File: config.mk
export PLATFORM = sky130hd
export DESIGN_NAME = wb_line_master
export DESIGN_NICKNAME = d
export VERILOG_FILES = /design/src/rtl/procyon_system_pkg.sv /design/src/rtl/wb_line_master.sv
export SDC_FILE = /design/constraint.sdc
export NUM_CORES = 1
export LEC_CHECK = 0
export CAP_MARGIN = 30
export CORE_MARGIN = 8
export CORE_UTILIZATION = 45
export CTS_CLUSTER_DIAMETER = 50
export CTS_CLUSTER_SIZE = 40
export DETAILED_ROUTE_END_ITERATION = 16
export PLACE_DENSITY_LB_ADDON = 0.3
export SLEW_MARGIN = 10
export SYNTH_ARGS = -nofsm -noshare
export SYNTH_HDL_FRONTEND = slang
export SYNTH_SLANG_ARGS = --single-unit
File: constraint.sdc
create_clock -name i_wb_clk -period 4.6 [get_ports i_wb_clk]
set_input_delay 0.69 -clock i_wb_clk [delete_from_list [all_inputs] [get_ports i_wb_clk]]
set_output_delay 0.69 -clock i_wb_clk [all_outputs]
set_load 0.05 [all_outputs]
File: src/rtl/procyon_system_pkg.sv
// Shared system-bus definitions: line-master state encoding and default line size.
package procyon_system_pkg;

  localparam int unsigned DEFAULT_LINE_SIZE = 32;

  typedef enum logic [1:0] {
    ST_IDLE = 2'b00,
    ST_BUSY = 2'b01,
    ST_DONE = 2'b10
  } line_state_e;

endpackage

File: src/rtl/wb_line_master.sv
// Wishbone B4 pipelined master: expands one cache-line request into a word burst
// and reassembles the returned line, holding CYC for the whole transfer.
module wb_line_master
  import procyon_system_pkg::*;
#(
  parameter int unsigned OPTN_WB_DATA_WIDTH = 16,
  parameter int unsigned OPTN_WB_ADDR_WIDTH = 32,
  parameter int unsigned OPTN_LINE_SIZE     = DEFAULT_LINE_SIZE
) (
  input  logic                            i_wb_clk,
  input  logic                            i_wb_rst,
  input  logic                            i_req_valid,
  output logic                            o_req_ready,
  input  logic                            i_req_we,
  input  logic [OPTN_WB_ADDR_WIDTH-1:0]   i_req_addr,
  input  logic [OPTN_LINE_SIZE*8-1:0]     i_req_data,
  output logic                            o_rsp_valid,
  output logic [OPTN_LINE_SIZE*8-1:0]     o_rsp_data,
  output logic                            o_wb_cyc,
  output logic                            o_wb_stb,
  output logic                            o_wb_we,
  output logic [OPTN_WB_DATA_WIDTH/8-1:0] o_wb_sel,
  output logic [OPTN_WB_ADDR_WIDTH-1:0]   o_wb_addr,
  output logic [OPTN_WB_DATA_WIDTH-1:0]   o_wb_data,
  input  logic [OPTN_WB_DATA_WIDTH-1:0]   i_wb_data,
  input  logic                            i_wb_ack,
  input  logic                            i_wb_stall
);

  localparam int unsigned DW           = OPTN_WB_DATA_WIDTH;
  localparam int unsigned AW           = OPTN_WB_ADDR_WIDTH;
  localparam int unsigned WB_WORD_SIZE = OPTN_WB_DATA_WIDTH / 8;
  localparam int unsigned LINE_WORDS   = OPTN_LINE_SIZE / WB_WORD_SIZE;
  localparam int unsigned LINE_BITS    = OPTN_LINE_SIZE * 8;
  localparam int unsigned CNT_W        = $clog2(LINE_WORDS) + 1;

  localparam logic [AW-1:0]    LINE_MASK = ~AW'(OPTN_LINE_SIZE - 1);
  localparam logic [AW-1:0]    WORD_STEP = AW'(WB_WORD_SIZE);
  localparam logic [CNT_W-1:0] CNT_FULL  = CNT_W'(LINE_WORDS);

  line_state_e state_q, state_d;

  logic                 cyc_q, cyc_d;
  logic                 stb_q, stb_d;
  logic                 we_q, we_d;
  logic [AW-1:0]        addr_q, addr_d;
  logic [DW-1:0]        wdata_q, wdata_d;
  logic [LINE_BITS-1:0] wline_q, wline_d;
  logic [LINE_BITS-1:0] rline_q, rline_d;
  logic [CNT_W-1:0]     issue_q, issue_d;
  logic [CNT_W-1:0]     ack_q, ack_d;
  logic                 rsp_valid_q, rsp_valid_d;

  logic             req_fire;
  logic             wb_take;
  logic             ack_take;
  logic             line_done;
  logic [CNT_W-1:0] issue_nxt;
  logic [CNT_W-1:0] ack_nxt;

  assign req_fire  = (state_q == ST_IDLE) & i_req_valid;
  assign wb_take   = (state_q == ST_BUSY) & stb_q & ~i_wb_stall;
  // Acks outside CYC or beyond the last word are stray and dropped.
  assign ack_take  = (state_q == ST_BUSY) & cyc_q & i_wb_ack & (ack_q != CNT_FULL);
  assign issue_nxt = issue_q + CNT_W'(1);
  assign ack_nxt   = ack_q + CNT_W'(1);
  assign line_done = ack_take & (ack_nxt == CNT_FULL);

  // State register
  always_ff @(posedge i_wb_clk) begin
    if (i_wb_rst) state_q <= ST_IDLE;
    else          state_q <= state_d;
  end

  // Next-state logic
  always_comb begin
    state_d = state_q;
    unique case (state_q)
      ST_IDLE: if (req_fire)  state_d = ST_BUSY;
      ST_BUSY: if (line_done) state_d = ST_DONE;
      ST_DONE: state_d = ST_IDLE;
      default: state_d = ST_IDLE;
    endcase
  end

  // Output and datapath next values
  always_comb begin
    cyc_d       = cyc_q;
    stb_d       = stb_q;
    we_d        = we_q;
    addr_d      = addr_q;
    wdata_d     = wdata_q;
    wline_d     = wline_q;
    rline_d     = rline_q;
    issue_d     = issue_q;
    ack_d       = ack_q;
    rsp_valid_d = (state_d == ST_DONE);

    unique case (state_q)
      ST_IDLE: begin
        if (req_fire) begin
          cyc_d   = 1'b1;
          stb_d   = 1'b1;
          we_d    = i_req_we;
          addr_d  = i_req_addr & LINE_MASK;
          wline_d = i_req_data;
          wdata_d = i_req_data[DW-1:0];
          issue_d = '0;
          ack_d   = '0;
        end
      end
      ST_BUSY: begin
        if (wb_take) begin
          issue_d = issue_nxt;
          addr_d  = addr_q + WORD_STEP;
          stb_d   = (issue_nxt != CNT_FULL);
          for (int unsigned k = 0; k < LINE_WORDS; k++) begin
            if (issue_nxt == CNT_W'(k)) wdata_d = wline_q[k*DW +: DW];
          end
        end
        if (ack_take) begin
          ack_d = ack_nxt;
          if (!we_q) begin
            for (int unsigned k = 0; k < LINE_WORDS; k++) begin
              if (ack_q == CNT_W'(k)) rline_d[k*DW +: DW] = i_wb_data;
            end
          end
        end
        if (line_done) begin
          cyc_d = 1'b0;
          stb_d = 1'b0;
        end
      end
      ST_DONE: begin
        cyc_d = 1'b0;
        stb_d = 1'b0;
      end
      default: begin
        cyc_d = 1'b0;
        stb_d = 1'b0;
      end
    endcase
  end

  // Datapath and registered outputs
  always_ff @(posedge i_wb_clk) begin
    if (i_wb_rst) begin
      cyc_q       <= 1'b0;
      stb_q       <= 1'b0;
      we_q        <= 1'b0;
      addr_q      <= '0;
      wdata_q     <= '0;
      wline_q     <= '0;
      rline_q     <= '0;
      issue_q     <= '0;
      ack_q       <= '0;
      rsp_valid_q <= 1'b0;
    end else begin
      cyc_q       <= cyc_d;
      stb_q       <= stb_d;
      we_q        <= we_d;
      addr_q      <= addr_d;
      wdata_q     <= wdata_d;
      wline_q     <= wline_d;
      rline_q     <= rline_d;
      issue_q     <= issue_d;
      ack_q       <= ack_d;
      rsp_valid_q <= rsp_valid_d;
    end
  end

  assign o_req_ready = (state_q == ST_IDLE);
  assign o_rsp_valid = rsp_valid_q;
  assign o_rsp_data  = rline_q;
  assign o_wb_cyc    = cyc_q;
  assign o_wb_stb    = stb_q;
  assign o_wb_we     = we_q;
  assign o_wb_sel    = '1;
  assign o_wb_addr   = addr_q;
  assign o_wb_data   = wdata_q;

endmodule

==> results of run 1 <==
## sequential cells by signal (all words and copies together) (netlist names)
name,count
o_wb_we,1
o_wb_stb,1
o_wb_data,16
o_wb_cyc,1
issue_q,5
ack_q,5
o_wb_addr,31
wline_q,256
o_rsp_valid,1
o_rsp_data,256
state_q,2
## report_power, final
group	leakage (nW)	internal, mW	switching (mW)
Sequential	4.68	5.15	0.156
Clock	1.03	2.75	2.42
Combinational	5.81	0.494	0.724
## synthesized netlist by cell type (8+ instances only)
library cell / n / area share
nand2_1: 1119 / 0.17
a21oi_1: 606 / 0.12
dfxtp_1: 575 / 0.47
clkbuf_1: 212 / 0.033
nor2_1: 116 / 0.018
o21ai_0: 71 / 0.015
nand3_1: 59 / 0.012
buf_2: 34 / 0.0070
nor3_1: 29 / 0.0060
a211oi_1: 26 / 0.0080
inv_1: 21 / 0.0032
a221oi_1: 20 / 0.0072
a22oi_1: 19 / 0.0059
and3_1: 19 / 0.0049
nand2b_1: 19 / 0.0049
o21ai_1: 19 / 0.0039
o211ai_1: 17 / 0.0052
o31ai_1: 16 / 0.0049
a31oi_1: 15 / 0.0038
nand4_1: 15 / 0.0038
and2_1: 14 / 0.0036
ha_1: 12 / 0.0062
nor2b_1: 11 / 0.0028
nor4_1: 9 / 0.0023
o22ai_1: 9 / 0.0023
or3_1: 9 / 0.0023
buf_1: 8 / 0.0012
buf_4: 8 / 0.0025
o221ai_1: 8 / 0.0029
## worst max-delay path, cell delays in order, from the launching register on
cell      delay [ns]
dfxtp_1         0.57
ha_1            0.51
inv_1           0.38
nor2_2          0.66
o21ai_2         0.40
o22ai_1         0.44
a31oi_1         0.16
o21ai_1         0.29
a221oi_1        0.11
## layer usage
metal / global-route usage / up-vias / routed length (µm)
met5: 0 / - / 110
met4: 0.165 / 18 / 6090
met3: 0.116 / 311 / 13100
met1: 0.380 / 12025 / 38900
met2: 0.515 / 1415 / 47600
li1: - / 12010 / -
## logic make-up (layout without fill, tap and decap cells)
logic type | after synthesis | after routing | synth area share
simple gates | 1450 | 1450 | 0.245
compound gates | 922 | 922 | 0.222
flops | 575 | 575 | 0.472
buf+inv | 289 | 808 | 0.0493
fa+ha+maj | 12 | 12 | 0.00616
xor+xnor | 10 | 10 | 0.00467
other cells | 2 | 13 | 0.000308
mux | 1 | 1 | 0.000411
## path summary, 6_finish.rpt
kind,start,endpoint,slack (ns),cells after the start
max,issue_q[1],o_wb_data[10],0.92,8
min,o_rsp_data[65],o_rsp_data[65],0.45,2
max reg2reg,issue_q[1],o_wb_data[10],0.92,8
min reg2reg,o_rsp_data[65],o_rsp_data[65],0.45,2
## cell type report
type                    instances  area [µm²]
diodes                         10        25.0
flip-flops and latches        575       11500
fillers                      4671       20600
well taps                     696         871
inverters                      21        78.8
clock buffers                  65        1540
clock inverters                45         593
multi-input cells            2398       11700
repair buffers                677        6780
## through the flow
step,instance area [µm²],utilization,hold WS (ns),instances
floorplan,24400,-,0.431,3262
global placement,30800,0.573,0.438,4354
detailed placement,30900,0.576,0.444,4365
CTS,33100,0.615,0.453,4475
global route,33100,0.616,0.469,4484
finish,33100,0.616,0.453,4487
==> results.json, run 1 <==
{
  "ys_seq_area_frac": 0.472,
  "fmax_mhz": 272,
  "wl_um": 106000,
  "htreeDepth": 2,
  "cts.repair.resized": 0,
  "synth_edf_count": 0,
  "outcome": "completed",
  "crit_type": "flop to flop",
  "tightestPinTransition_ns": 1.01,
  "synthCells": 3261,
  "ir_drop_uv": 350,
  "p_total_mw": 11.7,
  "vias": 25779,
  "synth_cell_types": 92,
  "synth_area_um2": 24400,
  "ctsRootBufferMaster": "clkbuf_16",
  "coreArea_um2": 53700,
  "gp_congestion": 1.03,
  "drt_pass1_iterations": 6,
  "synth.yosys.warnings": 0,
  "slew-limit-headroom": 0.328,
  "hold_path_class": "flop to flop",
  "cts_max_path_buffers": 3,
  "fin_nets": 4054,
  "tns_ns": 0,
  "drt_iter0_drc": 2892,
  "ant_nets": 0,
  "hold_violations": 0,
  "cp_max_fo": 16,
  "port_buffers": 612,
  "ctsHoldBuffers": 0,
  "layout_commonest_cell": "nand2_1",
  "insertion_delay_ns": 0.66,
  "cp.required_ns": 5.08,
  "start_util": 0.454,
  "postSynth.asyncResetShare": 0,
  "slew_violations": 0,
  "fin_crit_sh": 0.801,
  "post-place-ws_ns": 0.902,
  "dp_hpwl_um": 77400,
  "cts_sinks": 575,
  "avgSynthCellArea_um2": 7.48,
  "layout_setup_ws_ns": 0.917,
  "postCtsSetupRepairBufs": 0,
  "syn2layout_area_growth_pct": 35.8,
  "startpoint_type": "flop",
  "die_w_um": 249,
  "vias_per_cell": 5.75,
  "drc": 0,
  "skew_ns": 0.0449,
  "grt_pass1_wl_um": 155000,
  "leakage_nw": 11.5,
  "clk_pin_slew_ns": 0.07,
  "finalSetupViolations": 0,
  "critPathArrivalTime_ns": 4.16,
  "fp-row-count": 85,
  "maxCapViolations": 0,
  "num_io_pins": 621,
  "cts-buffers-inserted": 59,
  "synth_ff_type": "dfxtp_1",
  "power.density_nw_per_um2": 353,
  "timing.final.crit_period_ns": 3.68,
  "gr-total-overflow": 0,
  "antenna_found_initial": 18,
  "rsz0062_at_grt": "no",
  "cts_tree": "done",
  "wl_per_cell_um": 23.6,
  "synth-seq-cells": 575,
  "die_height_um": 249,
  "track_usage": 0.323,
  "grt_max_degree": 158,
  "end_kind": "flop",
  "dieArea_um2": 61900,
  "grt_pass1_vias": 24239,
  "most-common-layout-cells": "1119 x nand2_1, 611 x clkdlybuf4s50_1, 606 x a21oi_1",
  "drive_gt1_frac": 0.0566
}
Power figures use the tool's default switching activity.
==> run 2: changes to the inputs <==
clock period = 3.53 ns   (was 4.6 ns; I/O delays follow)
==> results.json, run 2 (synthesis gave the netlist of run 1 again) <==
{
  "outcome": "completed",
  "cpMaxStageDelayCell": "xnor2_4",
  "crit_type": "flop to flop",
  "end_kind": "flop",
  "rr_startpoint": "issue_q[0]",
  "slew_violations": 0,
  "rr_worst_depth": 10,
  "gr-total-overflow": 0,
  "cp_max_fo": 13,
  "cts_tree": "done",
  "slew-limit-headroom": 0.263,
  "power.density_nw_per_um2": 455,
  "maxCapViolations": 0,
  "rrSetupSlack_ns": 0.30,
  "r2r_end": "o_wb_data[5]",
  "drt_pass1_iterations": 6,
  "timing.final.crit_period_ns": 3.23,
  "p_total_mw": 15.2,
  "die_w_um": 249,
  "finalSetupViolations": 0,
  "critPathArrivalTime_ns": 3.78,
  "coreArea_um2": 53700,
  "tns_ns": 0,
  "wl_um": 107000,
  "die_height_um": 249,
  "ctsRootBufferMaster": "clkbuf_16",
  "startpoint_type": "flop",
  "grt_max_degree": 129,
  "skew_ns": 0.0443,
  "ctsHoldBuffers": 0,
  "grt_pass1_vias": 24327,
  "drt_iter0_drc": 2865,
  "max_stage_delay_ns": 0.58,
  "start_util": 0.454,
  "rsz0062_at_grt": "no",
  "hold_depth": 2,
  "postCtsSetupRepairBufs": 0,
  "track_usage": 0.327,
  "hold_path_class": "input port to flop",
  "fp-row-count": 85,
  "leakage_nw": 11.7,
  "cts-buffers-inserted": 57,
  "utilization": 0.622,
  "htreeDepth": 2,
  "syn2layout_area_growth_pct": 37.0,
  "wl_per_cell_um": 23.7,
  "dp_hpwl_um": 79900,
  "vias": 25959,
  "path_cells": "ha_1 -> and3_1 -> xnor2_4 -> buf_4 -> a2111oi_0 -> nor3_1 -> o31ai_1 -> a211oi_1 -> o21ai_1 -> a2111oi_2",
  "fin_crit_sh": 0.914,
  "cts_max_path_buffers": 3,
  "fin_nets": 4101,
  "ir_drop_uv": 499,
  "hold_ws_ns": 0.372,
  "holdPathEnd": "ack_q[0]",
  "gp_congestion": 1.00,
  "fmax_mhz": 310,
  "cts.repair.resized": 0,
  "hold_violations": 0,
  "hold_path_startpoint": "i_wb_rst",
  "vias_per_cell": 5.73,
  "tightestPinTransition_ns": 1.10,
  "crit_buf_inv": 1,
  "cp.required_ns": 4.08,
  "drc": 0,
  "fillers": 4780,
  "antenna_found_initial": 13,
  "dieArea_um2": 61900,
  "port_buffers": 612,
  "drive_gt1_frac": 0.0687,
  "most-common-layout-cells": "1119 x nand2_1, 611 x clkdlybuf4s50_1, 606 x a21oi_1",
  "cp_top_family": "compound AO/OA/AOI/OAI gates",
  "grt_pass1_wl_um": 157000,
  "layout_commonest_cell": "nand2_1",
  "cts_sinks": 575,
  "num_io_pins": 621,
  "ant_nets": 0,
  "clk_pin_slew_ns": 0.08,
  "insertion_delay_ns": 0.66
}
run 2: stage by stage:
stage | std cells | instance area (µm²) | worst slack [ns]
3_3_place_gp | 4411 | 31200 | 0.428
6_report | 4531 | 33400 | 0.303
4_1_cts | 4522 | 33300 | 0.401
3_5_place_dp | 4414 | 31200 | 0.408
2_1_floorplan | 3262 | 24400 | 0.800
5_1_grt | 4529 | 33400 | 0.140
run 2: area by class of cell:
type	instances	area, µm²	area share
flip-flops and latches	575	11500	0.345
diodes	7	17.5	0.000525
multi-input cells	2398	11700	0.351
repair buffers	726	7100	0.213
clock inverters	50	669	0.0200
clock buffers	58	1440	0.0431
inverters	21	78.8	0.00236
well taps	696	871	0.0261
run 2: layer usage:
layer  wire (µm)  part of all wire  vias to the layer above  track usage
li1            -                 -                    12098            -
met1       39800              0.37                    12236        0.387
met2       49600              0.46                     1325        0.538
met3       12100              0.11                      284        0.102
met4        5540             0.052                       16        0.147
met5          94           0.00088                        -            0
run 2: where the power goes:
group	switching (mW)	internal, mW
sequential	0.214	6.71
combinational	0.944	0.652
clock	3.32	3.35
total	4.48	10.7
run 2: worst max path at each step:
| stage | slack [ns] | from | to | cells after the start |
|---|---|---|---|---|
| final | 0.30 | issue_q[0] | o_wb_data[5] | 10 |
| after floorplan | 0.80 | o_wb_addr[11] | o_wb_addr[31] | 9 |
| after detailed placement | 0.41 | issue_q[0] | o_wb_data[2] | 10 |
| after CTS | 0.40 | issue_q[0] | o_wb_data[2] | 10 |
| after global routing | 0.14 | issue_q[1] | o_wb_data[12] | 12 |
| after global placement | 0.43 | issue_q[0] | o_wb_data[2] | 10 |
